--- src/rtl/shreg_pkg.sv ---
// Shared types and helpers for the multi-mode shift register.
//   shreg_mode_e : per-edge operation select
//   fill_width() : bit width of a counter that must hold 0..depth inclusive
package shreg_pkg;

    typedef enum logic [1:0] {
        SHIFT_FWD = 2'b00,
        SHIFT_REV = 2'b01,
        ROTATE    = 2'b10,
        LOAD      = 2'b11
    } shreg_mode_e;

    function automatic int unsigned fill_width(input int unsigned depth);
        return $clog2(depth + 1);
    endfunction

endpackage

--- src/rtl/shreg_multimode_if.sv ---
// Control/data bundle for shreg_multimode.
//   master : drives en, mode, sclr, ser_in, par_in; observes the outputs
//   slave  : the shift register itself
//   par_in/par_out pack stage i at [i*WIDTH +: WIDTH]
interface shreg_multimode_if
    import shreg_pkg::*;
#(
    parameter int unsigned WIDTH = 1,
    parameter int unsigned DEPTH = 16
);
    localparam int unsigned FillW = fill_width(DEPTH);

    logic                     en;
    shreg_mode_e              mode;
    logic                     sclr;
    logic [WIDTH-1:0]         ser_in;
    logic [DEPTH*WIDTH-1:0]   par_in;
    logic [WIDTH-1:0]         ser_out_hi;
    logic [WIDTH-1:0]         ser_out_lo;
    logic [DEPTH*WIDTH-1:0]   par_out;
    logic [FillW-1:0]         fill;
    logic                     full;

    modport master (
        output en, mode, sclr, ser_in, par_in,
        input  ser_out_hi, ser_out_lo, par_out, fill, full
    );

    modport slave (
        input  en, mode, sclr, ser_in, par_in,
        output ser_out_hi, ser_out_lo, par_out, fill, full
    );

endinterface

--- src/rtl/shreg_stage.sv ---
// One WIDTH-bit stage of the shift chain.
//   clk, rst_n      : clock, async active-low reset
//   sclr_i, en_i    : sync clear (highest priority), enable (hold when low)
//   mode_i          : operation for this edge
//   fwd_i           : value taken on SHIFT_FWD / ROTATE (lower neighbour or edge tap)
//   rev_i           : value taken on SHIFT_REV (upper neighbour or ser_in)
//   par_i           : value taken on LOAD
//   q_o             : registered stage contents
module shreg_stage
    import shreg_pkg::*;
#(
    parameter int unsigned WIDTH = 1
) (
    input  logic             clk,
    input  logic             rst_n,
    input  logic             sclr_i,
    input  logic             en_i,
    input  shreg_mode_e      mode_i,
    input  logic [WIDTH-1:0] fwd_i,
    input  logic [WIDTH-1:0] rev_i,
    input  logic [WIDTH-1:0] par_i,
    output logic [WIDTH-1:0] q_o
);

    logic [WIDTH-1:0] q_d, q_q;

    always_comb begin
        q_d = q_q;
        if (sclr_i) begin
            q_d = '0;
        end else if (en_i) begin
            unique case (mode_i)
                SHIFT_FWD, ROTATE: q_d = fwd_i;
                SHIFT_REV:         q_d = rev_i;
                LOAD:              q_d = par_i;
                default:           q_d = q_q;
            endcase
        end
    end

    always_ff @(posedge clk or negedge rst_n) begin
        if (!rst_n) begin
            q_q <= '0;
        end else begin
            q_q <= q_d;
        end
    end

    assign q_o = q_q;

endmodule

--- src/rtl/shreg_multimode.sv ---
// Multi-mode shift register: DEPTH stages of WIDTH bits with forward/reverse
// shift, rotate, parallel load and sync clear, plus a saturating fill counter.
//   clk, rst_n : clock, async active-low reset
//   bus        : shreg_multimode_if slave (controls, serial/parallel data,
//                ser_out_hi = stage DEPTH-1, ser_out_lo = stage 0, fill, full)
// All outputs come straight from registers.
module shreg_multimode
    import shreg_pkg::*;
#(
    parameter int unsigned WIDTH = 1,
    parameter int unsigned DEPTH = 16
) (
    input  logic             clk,
    input  logic             rst_n,
    shreg_multimode_if.slave bus
);

    localparam int unsigned      FillW   = fill_width(DEPTH);
    localparam logic [FillW-1:0] FillMax = FillW'(DEPTH);

    logic [WIDTH-1:0] stage_q [DEPTH];

    for (genvar i = 0; i < DEPTH; i++) begin : g_stage
        logic [WIDTH-1:0] fwd, rev;

        // Stage 0 is fed from ser_in when shifting but from the far end when rotating.
        if (i == 0) begin : g_fwd_edge
            assign fwd = (bus.mode == ROTATE) ? stage_q[DEPTH-1] : bus.ser_in;
        end else begin : g_fwd_mid
            assign fwd = stage_q[i-1];
        end

        if (i == DEPTH - 1) begin : g_rev_edge
            assign rev = bus.ser_in;
        end else begin : g_rev_mid
            assign rev = stage_q[i+1];
        end

        shreg_stage #(
            .WIDTH (WIDTH)
        ) u_stage (
            .clk    (clk),
            .rst_n  (rst_n),
            .sclr_i (bus.sclr),
            .en_i   (bus.en),
            .mode_i (bus.mode),
            .fwd_i  (fwd),
            .rev_i  (rev),
            .par_i  (bus.par_in[i*WIDTH +: WIDTH]),
            .q_o    (stage_q[i])
        );

        assign bus.par_out[i*WIDTH +: WIDTH] = stage_q[i];
    end

    // Fill counts enabled shifts in either direction; rotate keeps it, load fills it.
    logic [FillW-1:0] fill_d, fill_q;

    always_comb begin
        fill_d = fill_q;
        if (bus.sclr) begin
            fill_d = '0;
        end else if (bus.en) begin
            unique case (bus.mode)
                SHIFT_FWD, SHIFT_REV: begin
                    if (fill_q != FillMax) begin
                        fill_d = fill_q + FillW'(1);
                    end
                end
                LOAD:    fill_d = FillMax;
                ROTATE:  fill_d = fill_q;
                default: fill_d = fill_q;
            endcase
        end
    end

    always_ff @(posedge clk or negedge rst_n) begin
        if (!rst_n) begin
            fill_q <= '0;
        end else begin
            fill_q <= fill_d;
        end
    end

    assign bus.ser_out_hi = stage_q[DEPTH-1];
    assign bus.ser_out_lo = stage_q[0];
    assign bus.fill       = fill_q;
    assign bus.full       = (fill_q == FillMax);

endmodule

--- src/flat_wrapper.sv ---
// flat-port wrapper written by rule: the top's interface ports become plain ports
module shreg_multimode_flat import shreg_pkg::*;
#(
    parameter int unsigned WIDTH = 1,
    parameter int unsigned DEPTH = 16
)
  (clk, rst_n, bus_en, bus_mode, bus_sclr, bus_ser_in, bus_par_in, bus_ser_out_hi, bus_ser_out_lo, bus_par_out, bus_fill, bus_full);
  shreg_multimode_if #(.WIDTH(WIDTH), .DEPTH(DEPTH)) bus_i ();
  input  logic clk;
  input  logic rst_n;
  input wire logic [$bits(bus_i.en)-1:0] bus_en;
  input wire logic [$bits(bus_i.mode)-1:0] bus_mode;
  input wire logic [$bits(bus_i.sclr)-1:0] bus_sclr;
  input wire logic [$bits(bus_i.ser_in)-1:0] bus_ser_in;
  input wire logic [$bits(bus_i.par_in)-1:0] bus_par_in;
  output wire logic [$bits(bus_i.ser_out_hi)-1:0] bus_ser_out_hi;
  output wire logic [$bits(bus_i.ser_out_lo)-1:0] bus_ser_out_lo;
  output wire logic [$bits(bus_i.par_out)-1:0] bus_par_out;
  output wire logic [$bits(bus_i.fill)-1:0] bus_fill;
  output wire logic [$bits(bus_i.full)-1:0] bus_full;
  assign bus_i.en = bus_en;
  assign bus_i.mode = bus_mode;
  assign bus_i.sclr = bus_sclr;
  assign bus_i.ser_in = bus_ser_in;
  assign bus_i.par_in = bus_par_in;
  assign bus_ser_out_hi = bus_i.ser_out_hi;
  assign bus_ser_out_lo = bus_i.ser_out_lo;
  assign bus_par_out = bus_i.par_out;
  assign bus_fill = bus_i.fill;
  assign bus_full = bus_i.full;
  shreg_multimode #(.WIDTH(WIDTH), .DEPTH(DEPTH)) u_core (.clk(clk), .rst_n(rst_n), .bus(bus_i));
endmodule
--- config.mk ---
export PLATFORM = sky130hd
export DESIGN_NAME = shreg_multimode_flat
export DESIGN_NICKNAME = d
export VERILOG_FILES = /design/src/rtl/shreg_pkg.sv /design/src/rtl/shreg_multimode_if.sv /design/src/rtl/shreg_stage.sv /design/src/rtl/shreg_multimode.sv /design/src/flat_wrapper.sv
export SDC_FILE = /design/constraint.sdc
export NUM_CORES = 1
export LEC_CHECK = 0
export ABC_AREA = 1
export BUFFER_PORTS_ARGS = -buffer_cell sky130_fd_sc_hd__buf_4
export CORE_ASPECT_RATIO = 0.6
export CORE_UTILIZATION = 39
export CTS_CLUSTER_DIAMETER = 80
export DETAILED_ROUTE_END_ITERATION = 8
export HOLD_SLACK_MARGIN = 0.02
export SLEW_MARGIN = 15
export SYNTH_ARGS = -nofsm -noshare
export SYNTH_HDL_FRONTEND = slang
export SYNTH_SLANG_ARGS = --single-unit
export TNS_END_PERCENT = 100
--- constraint.sdc ---
create_clock -name clk -period 2.3 [get_ports clk]
set_input_delay 0.23 -clock clk [delete_from_list [all_inputs] [get_ports clk]]
set_output_delay 0.23 -clock clk [all_outputs]
set_load 0.05 [all_outputs]
After elaboration in Yosys (flattened, before gate mapping)
Cells that the tools add are included.

Output and inout port bits: 24. Word-level logic and storage cells: 83. Input port bits: 23. Register bits: 21.

Add/sub/neg operators: 1. Reductions and logical operators: 5. Multiplexer cells: 53. Equality and inequality tests: 7.

Operators with widths (number): $pmux 1 s3 (16); $mux 1 (33); $mux 5 (3); $pmux 5 s2 (1); $add 5x1->5 const B (1); $eq 5x5->1 const B (1); $ne 5x5->1 const B (1); $eq 2x2->1 const B (2); $reduce_or 2->1 (2); $ne 3x2->1 const B (1); $reduce_and 3->1 (1); $eq 2x1->1 const B (1); $logic_not 2->1 (1); $ne 2x2->1 const B (1); $reduce_bool 2->1 (1).

Longest topological paths before layout
Gate-level depths: netlist of the first run.

Word-level depth: 5. Mapped depth: 10. Depth with buffers taken out: 10.

Cells and area by module
A second synthesis of the first run with hierarchy kept.

Cells, all modules: 224. Area total of the unflattened synthesis: 1542.7 um2.

By module, submodules not included: shreg_stage (times used 16, cells each 10, area each 66.3 um2, sequential area each 25.0 um2); shreg_multimode (times used 1, cells each 64, area each 481.7 um2, sequential area each 125.1 um2).

Worst setup path before layout of the first run
Ideal clock, no wire load.

Kind: reg-to-output. Start: register u_core.fill_q[0], in the netlist u_core.bus.fill[0]. End: output bus_full. Buffers on the path: 0. Cell stages (with the launch flop): 7. Path slack: 0.714 ns. Data arrival time: 1.356 ns. Required time: 2.070 ns. Cells stage by stage: dfrtp_1 -> inv_1 -> ha_1 -> nand2_1 -> inv_1 -> nand2_1 -> inv_1.

Longest elaborated chain between the ends: 1.

RTL lines: start: declaration (line shreg_multimode.sv:57) `logic [FillW-1:0] fill_d, fill_q;`; start signal: assignment (line shreg_multimode.sv:81) `fill_q <= fill_d;`; $eq 5x5->1 (line shreg_multimode.sv:88) `assign bus.full = (fill_q == FillMax);`; end: declaration (line flat_wrapper.sv:20) `output wire logic [$bits(bus_i.full)-1:0] bus_full;`.

No other way between the ends.

Worst setup path in the final report of the first run
Ends and elaborated chain as after synthesis.

==> results of run 1 <==
[metal layers]
metal	wire (um)	vias up	part of all wire
met5	0	-	0
met4	13	0	0.0036
met2	1560	31	0.43
li1	-	671	-
met1	1800	606	0.50
met3	211	2	0.059
[worst max-delay path: stages (launching register included)]
cell     delay [ps]
dfrtp_1         440
inv_1            90
ha_1            190
nand2_1          50
inv_1            50
nand2_1          70
inv_1            40
buf_4           180
[layout make-up]
class / count / area, um^2
Clock buffer: 3 / 41.3
Sequential cell: 21 / 526
Multi-Input combinational cell: 136 / 659
Tap cell: 45 / 56.3
Fill cell: 346 / 1670
Inverter: 19 / 73.8
Clock inverter: 1 / 5.00
Timing Repair Buffer: 47 / 355
[registers in the layout, indices dropped and copies added, names as in the netlist]
name,count
u_core.g_stage.u_stage.q_o,16
u_core.bus.fill,5
[cells by family (layout without fill, tap and decap cells)]
group | count (synthesis) | after routing | synth area share
AO/OA/AOI/OAI | 21 | 21 | 0.0886
XOR/XNOR | 1 | 1 | 0.00608
adder cells (fa/ha/maj) | 2 | 2 | 0.0174
buffers and inverters | 43 | 70 | 0.177
flip-flops | 21 | 21 | 0.365
AND/OR/NAND/NOR | 112 | 112 | 0.346
[per-stage QoR]
| step | instance area [um^2] | total power [mW] | util |
|---|---|---|---|
| floorplan | 1440 | 0.650 | - |
| global placement | 1660 | 0.727 | 0.491 |
| detailed placement | 1660 | 0.730 | 0.491 |
| CTS | 1720 | 0.976 | 0.507 |
| global route | 1720 | 1.02 | 0.507 |
| finish | 1720 | 0.966 | 0.507 |
[cell usage in the layout (no fill, tap or decap)]
| master | netlist | layout |
|---|---|---|
| o21ai_1 | 8 | 8 |
| inv_2 | 2 | 2 |
| clkinv_2 | 0 | 1 |
| nand2_4 | 1 | 1 |
| inv_4 | 1 | 1 |
| nor2_8 | 1 | 1 |
| nand2_1 | 82 | 82 |
| nor2_1 | 3 | 3 |
| buf_4 | 17 | 46 |
| nand2_2 | 1 | 1 |
| nand4_1 | 6 | 6 |
| dlygate4sd3_1 | 0 | 1 |
| nor2_2 | 1 | 1 |
| o211ai_2 | 2 | 2 |
| nand3_1 | 12 | 12 |
| ha_1 | 2 | 2 |
| a21oi_1 | 1 | 1 |
| inv_1 | 16 | 16 |
| nor2_4 | 2 | 2 |
| dfrtp_1 | 21 | 21 |
| clkbuf_8 | 0 | 3 |
| nor3_1 | 3 | 3 |
| o21ai_0 | 7 | 7 |
| xor2_1 | 1 | 1 |
| o211ai_1 | 3 | 3 |
[worst paths after layout]
check | start | endpoint | slack (ps) | cells past startpoint
worst min register to register | u_core.g_stage[10].u_stage.q_o | u_core.g_stage[10].u_stage.q_o | 540 | 2
min in group asynchronous | rst_n | u_core.g_stage[14].u_stage.q_o | 390 | 2
worst min-delay path | bus_en | u_core.g_stage[2].u_stage.q_o | 260 | 4
worst max register to register | u_core.bus.fill[0] | u_core.bus.fill[1] | 880 | 7
worst max-delay path | u_core.bus.fill[0] | bus_full | 700 | 7
max in group asynchronous | rst_n | u_core.bus.fill[4] | 1690 | 2
[where the power goes]
part / internal (mW) / switching, mW / total [mW]
Combinational: 0.0976 / 0.207 / 0.304
Clock: 0.121 / 0.123 / 0.244
Sequential: 0.392 / 0.0262 / 0.418
Total: 0.610 / 0.356 / 0.966
[what timing repair did]
item,in CTS,in global routing
endpoints found under the hold margin,21,0
hold buffers,1,0
setup endpoints to repair,0,0
==> impl_results.md, run 1 <==
- Status: completed
- Commonest register cell after synthesis: dfrtp_1
- Total GRT Usage: 0.204
- Vias: roughly 1300
- Final Critical Period: around 1600 ps
- Residual DRC count: 0
- CTS H-tree depth: 1
- Max_cap viols: 0
- P_leak: ~0.9 nW
- Share of cells above drive strength 1: 0.269
- Io pins: 47
- Grt peak-use layer: met2
- GR Overflow Total: 0
- Crit. End Element: primary output
- WL per Instance: approximately 13 um
- Grt met3 use: 0.0505
- HP Class: in -> reg
- Setup CP Type: reg -> out
- Reg clk slew, reported paths: roughly 80 ps
- Max Slew Vio Count: 0
- F_max: between 600 and 700 MHz
- Slew @ Worst Pin: between 300 and 400 ps
- Synth top cells by count: 82 x nand2_1, 21 x dfrtp_1, 17 x buf_4
- Post-synthesis sequential element count: 21
- Syn Inst Count: 200
- IO Port Bufs: 46
- Rel. slew slack: 0.740
- Pwr dens: 563 nW/um^2
- Warnings, synthesis: 0
- Number of global-route vias before repair: ~1200
- Startpoint Class: flop
- Core Area: approximately 3400 um^2
- Placer Congestion: roughly 0.93
- GR Util met2: 0.306
- Die height: between 40 and 50 um
- Number of synthesized flops with an enable pin: 0
- N_diodes: 0
- Met1 Resource Use GR: 0.302
- Max Fanout on Critical Path: 6
- Setup Buffers After CTS: 0
- Setup TNS: 0 ps
- Post-place setup slack: ~940 ps
- CTS tree: built
- WL final: 3.58 mm
- Fin nets: around 250
- Register area share after synthesis: 0.365
- Area of the die: 3950 um^2
- Top-count cell post-synth: nand2_1
- Cts repair resizes: 0
- Pre-antenna DRT Iters: 4
- Mean post-synth cell area: ~7.2 um^2
- Starting Density: 0.426
- Fin crit share: 0.694
- Clk buf depth: 2
- Hold Slack: about 260 ps
- Die X: ~80 um
- Unique masters post-synth: 24
- Yosys top cell by area: dfrtp_1
- Syn_nets: between 200 and 250
- Critical path arrival: around 1400 ps
- Final setup viols: 0
- Post-route worst setup slack: around 700 ps
- RSZ-0062 raised after global routing: false
- Layout area overhead: 19.2%
- Cell area after synthesis: roughly 1400 um^2
- Clock skew: 2.66 ps
- CTS sink count: 21
- Synth area leaders: dfrtp_1 36%, nand2_1 21%, buf_4 8.9%
- Initial DRC count: 60
- Hold Vio Cnt, Final: 0
- Pin count of the biggest net entering global routing: 22
- Num CTS Buffers: 3
- Finished Layout Cells: about 270
- Peak VDD IR: roughly 0.27 mV
- CTS Root Cell: clkbuf_8
- Clock latency on the worst-skew pair: roughly 260 ps
- Via-to-Cell Ratio: between 4 and 5
- Initial antenna violation count: 0
- WP data required: 2070 ps
- FFs w/ async S/R, synth: 1.00
- Dpl cells: roughly 270
- Global-route wire length before repair: approximately 6 mm
- Site Rows: 16
- Synth top area share: 0.365
- Hpwl dp: between 2 and 3 mm
- Final ANT Viol Nets: 0
Note: power is estimated with default switching activity, not from simulation.
==> run 2, diff against run 1 <==
Clock period 2.3 ns to 1.5 ns, I/O delays scaled along.
==> run 2 against run 1 <==
Clock-buffer cell count unchanged. Flip-flop and latch count unchanged. Non-clock buffer count increased by 4. Die area unchanged. Setup slack got worse by 630 ps. Critical endpoint unchanged. Combinational power increased by 66%. Power increased by 59%. Wire length increased by 8.0%. Clock skew decreased by 0.99 ps. Final area increased by 3.4%.
==> impl_results.md, run 2 (synthesis results as in run 1) <==
- Status: completed
- CTS sink count: 21 (unchanged)
- Pre-antenna DRT Iters: 4 (unchanged)
- Pwr dens: 868 nW/um^2 (+54%)
- Max_cap viols: 0 (unchanged)
- Global-route wire length before repair: 6.26 mm (+2.1%)
- GR Overflow Total: 0 (unchanged)
- CTS tree: built
- Initial DRC count: 104 (+73%)
- Max Slew Vio Count: 0 (unchanged)
- Rel. slew slack: 0.722 (-0.0177)
- CP dominant cell by count: inv_2
- Hold Vio Cnt, Final: 0 (unchanged)
- Core Area: 3380 um^2 (unchanged)
- Die X: 80.5 um (unchanged)
- Post-place setup slack: 179 ps (-762 ps)
- Hpwl dp: 2.67 mm (+1.8%)
- Setup CP Type: reg -> out
- Final Critical Period: approximately 1400 ps
- CTS H-tree depth: 1 (unchanged)
- Number of global-route vias before repair: 1323 (+6.1%)
- Area of the die: 3950 um^2 (unchanged)
- Max Fanout on Critical Path: 2 (-4)
- Layout area overhead: 23.2%
- Clock skew: 1.66 ps (-0.995 ps)
- CP peak stage delay: 420 ps (-20 ps)
- Initial antenna violation count: 0 (unchanged)
- P_leak: 0.937 nW (+2.0%)
- Worst path cell trace: inv_2 > ha_4 > nand2_2 > inv_2 > nand2_2 > inv_2 > buf_8
- IO Port Bufs: 46 (unchanged)
- Die height: 49.1 um (unchanged)
- Residual DRC count: 0 (unchanged)
- Clk buf depth: 2 (unchanged)
- Fin crit share: 0.953
- Most common cell after layout, fill and taps aside: nand2_1
- Fin nets: 257 (+1.6%)
- Crit. End Element: primary output
- Slew @ Worst Pin: 415 ps (+26.5 ps)
- Power after layout: 1.54 mW (+59%)
- Worst path bufs/invs: 4 (unchanged)
- WL per Instance: 14.0 um (+6.5%)
- Critical path arrival: 1280 ps (-90 ps)
- WL final: 3.86 mm (+8.0%)
- Via-to-Cell Ratio: 5.04 (+4.6%)
- RSZ-0062 raised after global routing: false
- Placer Congestion: 0.870 (-6.3%)
- Total GRT Usage: 0.208 (+0.00344)
- CP max stage cell: dfrtp_2
- Max reg flops: 16 (unchanged)
- CTS Root Cell: clkbuf_8
- Clock latency on the worst-skew pair: 270 ps (about the same)
- HP Class: in -> reg
- Num CTS Buffers: 3 (unchanged)
- Most frequent cells in the layout: 80 x nand2_1, 49 x buf_4, 19 x dfrtp_1
- Share of cells above drive strength 1: 0.320 (+0.0516)
- N_diodes: 0 (unchanged)
- Starting Density: 0.426 (unchanged)
- Reg clk slew, reported paths: 80 ps (about the same)
- Final setup viols: 0 (unchanged)
- Site Rows: 16 (unchanged)
- Setup TNS: 0 ps (unchanged)
- Startpoint Class: flop
- Peak VDD IR: 0.511 mV (+93%)
- WP data required: 1350 ps (-720 ps)
- Crit path max-delay family: flip-flops
- Final ANT Viol Nets: 0 (unchanged)
- F_max: between 600 and 700 MHz
- Post-route worst setup slack: 71.2 ps (-633 ps)
- Pin count of the biggest net entering global routing: 22 (unchanged)
- Vias: 1390 (+6.1%)
- Io pins: 47 (unchanged)
run 2: changes by cell type in the layout (fill, tap and decap cells not counted), sizes merged:
cell and change:
buf +4
run 2: final timing paths:
kind | start | to | slack (ps) | cells after the start
max | u_core.bus.fill[0] | bus_full | 70 | 7
min | bus_par_in[11] | u_core.g_stage[11].u_stage.q_o | 190 | 5
max reg2reg | u_core.bus.fill[2] | u_core.bus.fill[0] | 170 | 4
min reg2reg | u_core.bus.fill[1] | u_core.bus.fill[1] | 540 | 2
max in group asynchronous | rst_n | u_core.bus.fill[1] | 960 | 2
min in group asynchronous | rst_n | u_core.g_stage[1].u_stage.q_o | 300 | 2
run 2: power breakdown:
part           switching (mW)  leakage, nW  internal (mW)  total [mW]
logic                   0.336        0.630          0.170       0.506
registers              0.0389        0.282          0.602       0.641
clock network           0.208       0.0255          0.186       0.394
total                   0.583        0.937          0.958        1.54
run 2: metrics by stage:
stage	instance area [um^2]	std cells	utilization	hold WS [ps]
2_1_floorplan	1440	200	-	-146
3_3_place_gp	1670	268	0.494	54.1
3_5_place_dp	1670	268	0.494	56.3
4_1_cts	1740	274	0.514	186
5_1_grt	1770	276	0.524	206
6_report	1770	276	0.524	188
run 2: timing repair:
action	in CTS	in global routing
endpoints found under the hold margin	21	0
setup buffers	1	2
hold buffers	1	0
resized for setup	1	9
setup endpoints to repair	1	1
run 2: area by class of cell:
type,instances,area [um^2]
fill,322,1610
multi-input combinational,136,677
sequential,21,528
timing repair buffer,51,393
inverter,19,73.8
tap,45,56.3
clock buffer,3,41.3
clock inverter,1,5.00
run 2: routing by layer:
layer  track usage  vias up  routed length [um]
met5             0        -                   0
met4        0.0387        0                  59
met3        0.0523        8                 297
met2         0.321       55                1710
met1         0.295      644                1800
li1              -      683                   -
run 2: worst register-to-register path, cell delays in order (launching register included):
cell     delay [ps]
dfrtp_1         550
nor2_1          120
a21oi_1         340
nand4_1         150
nand2_1         110
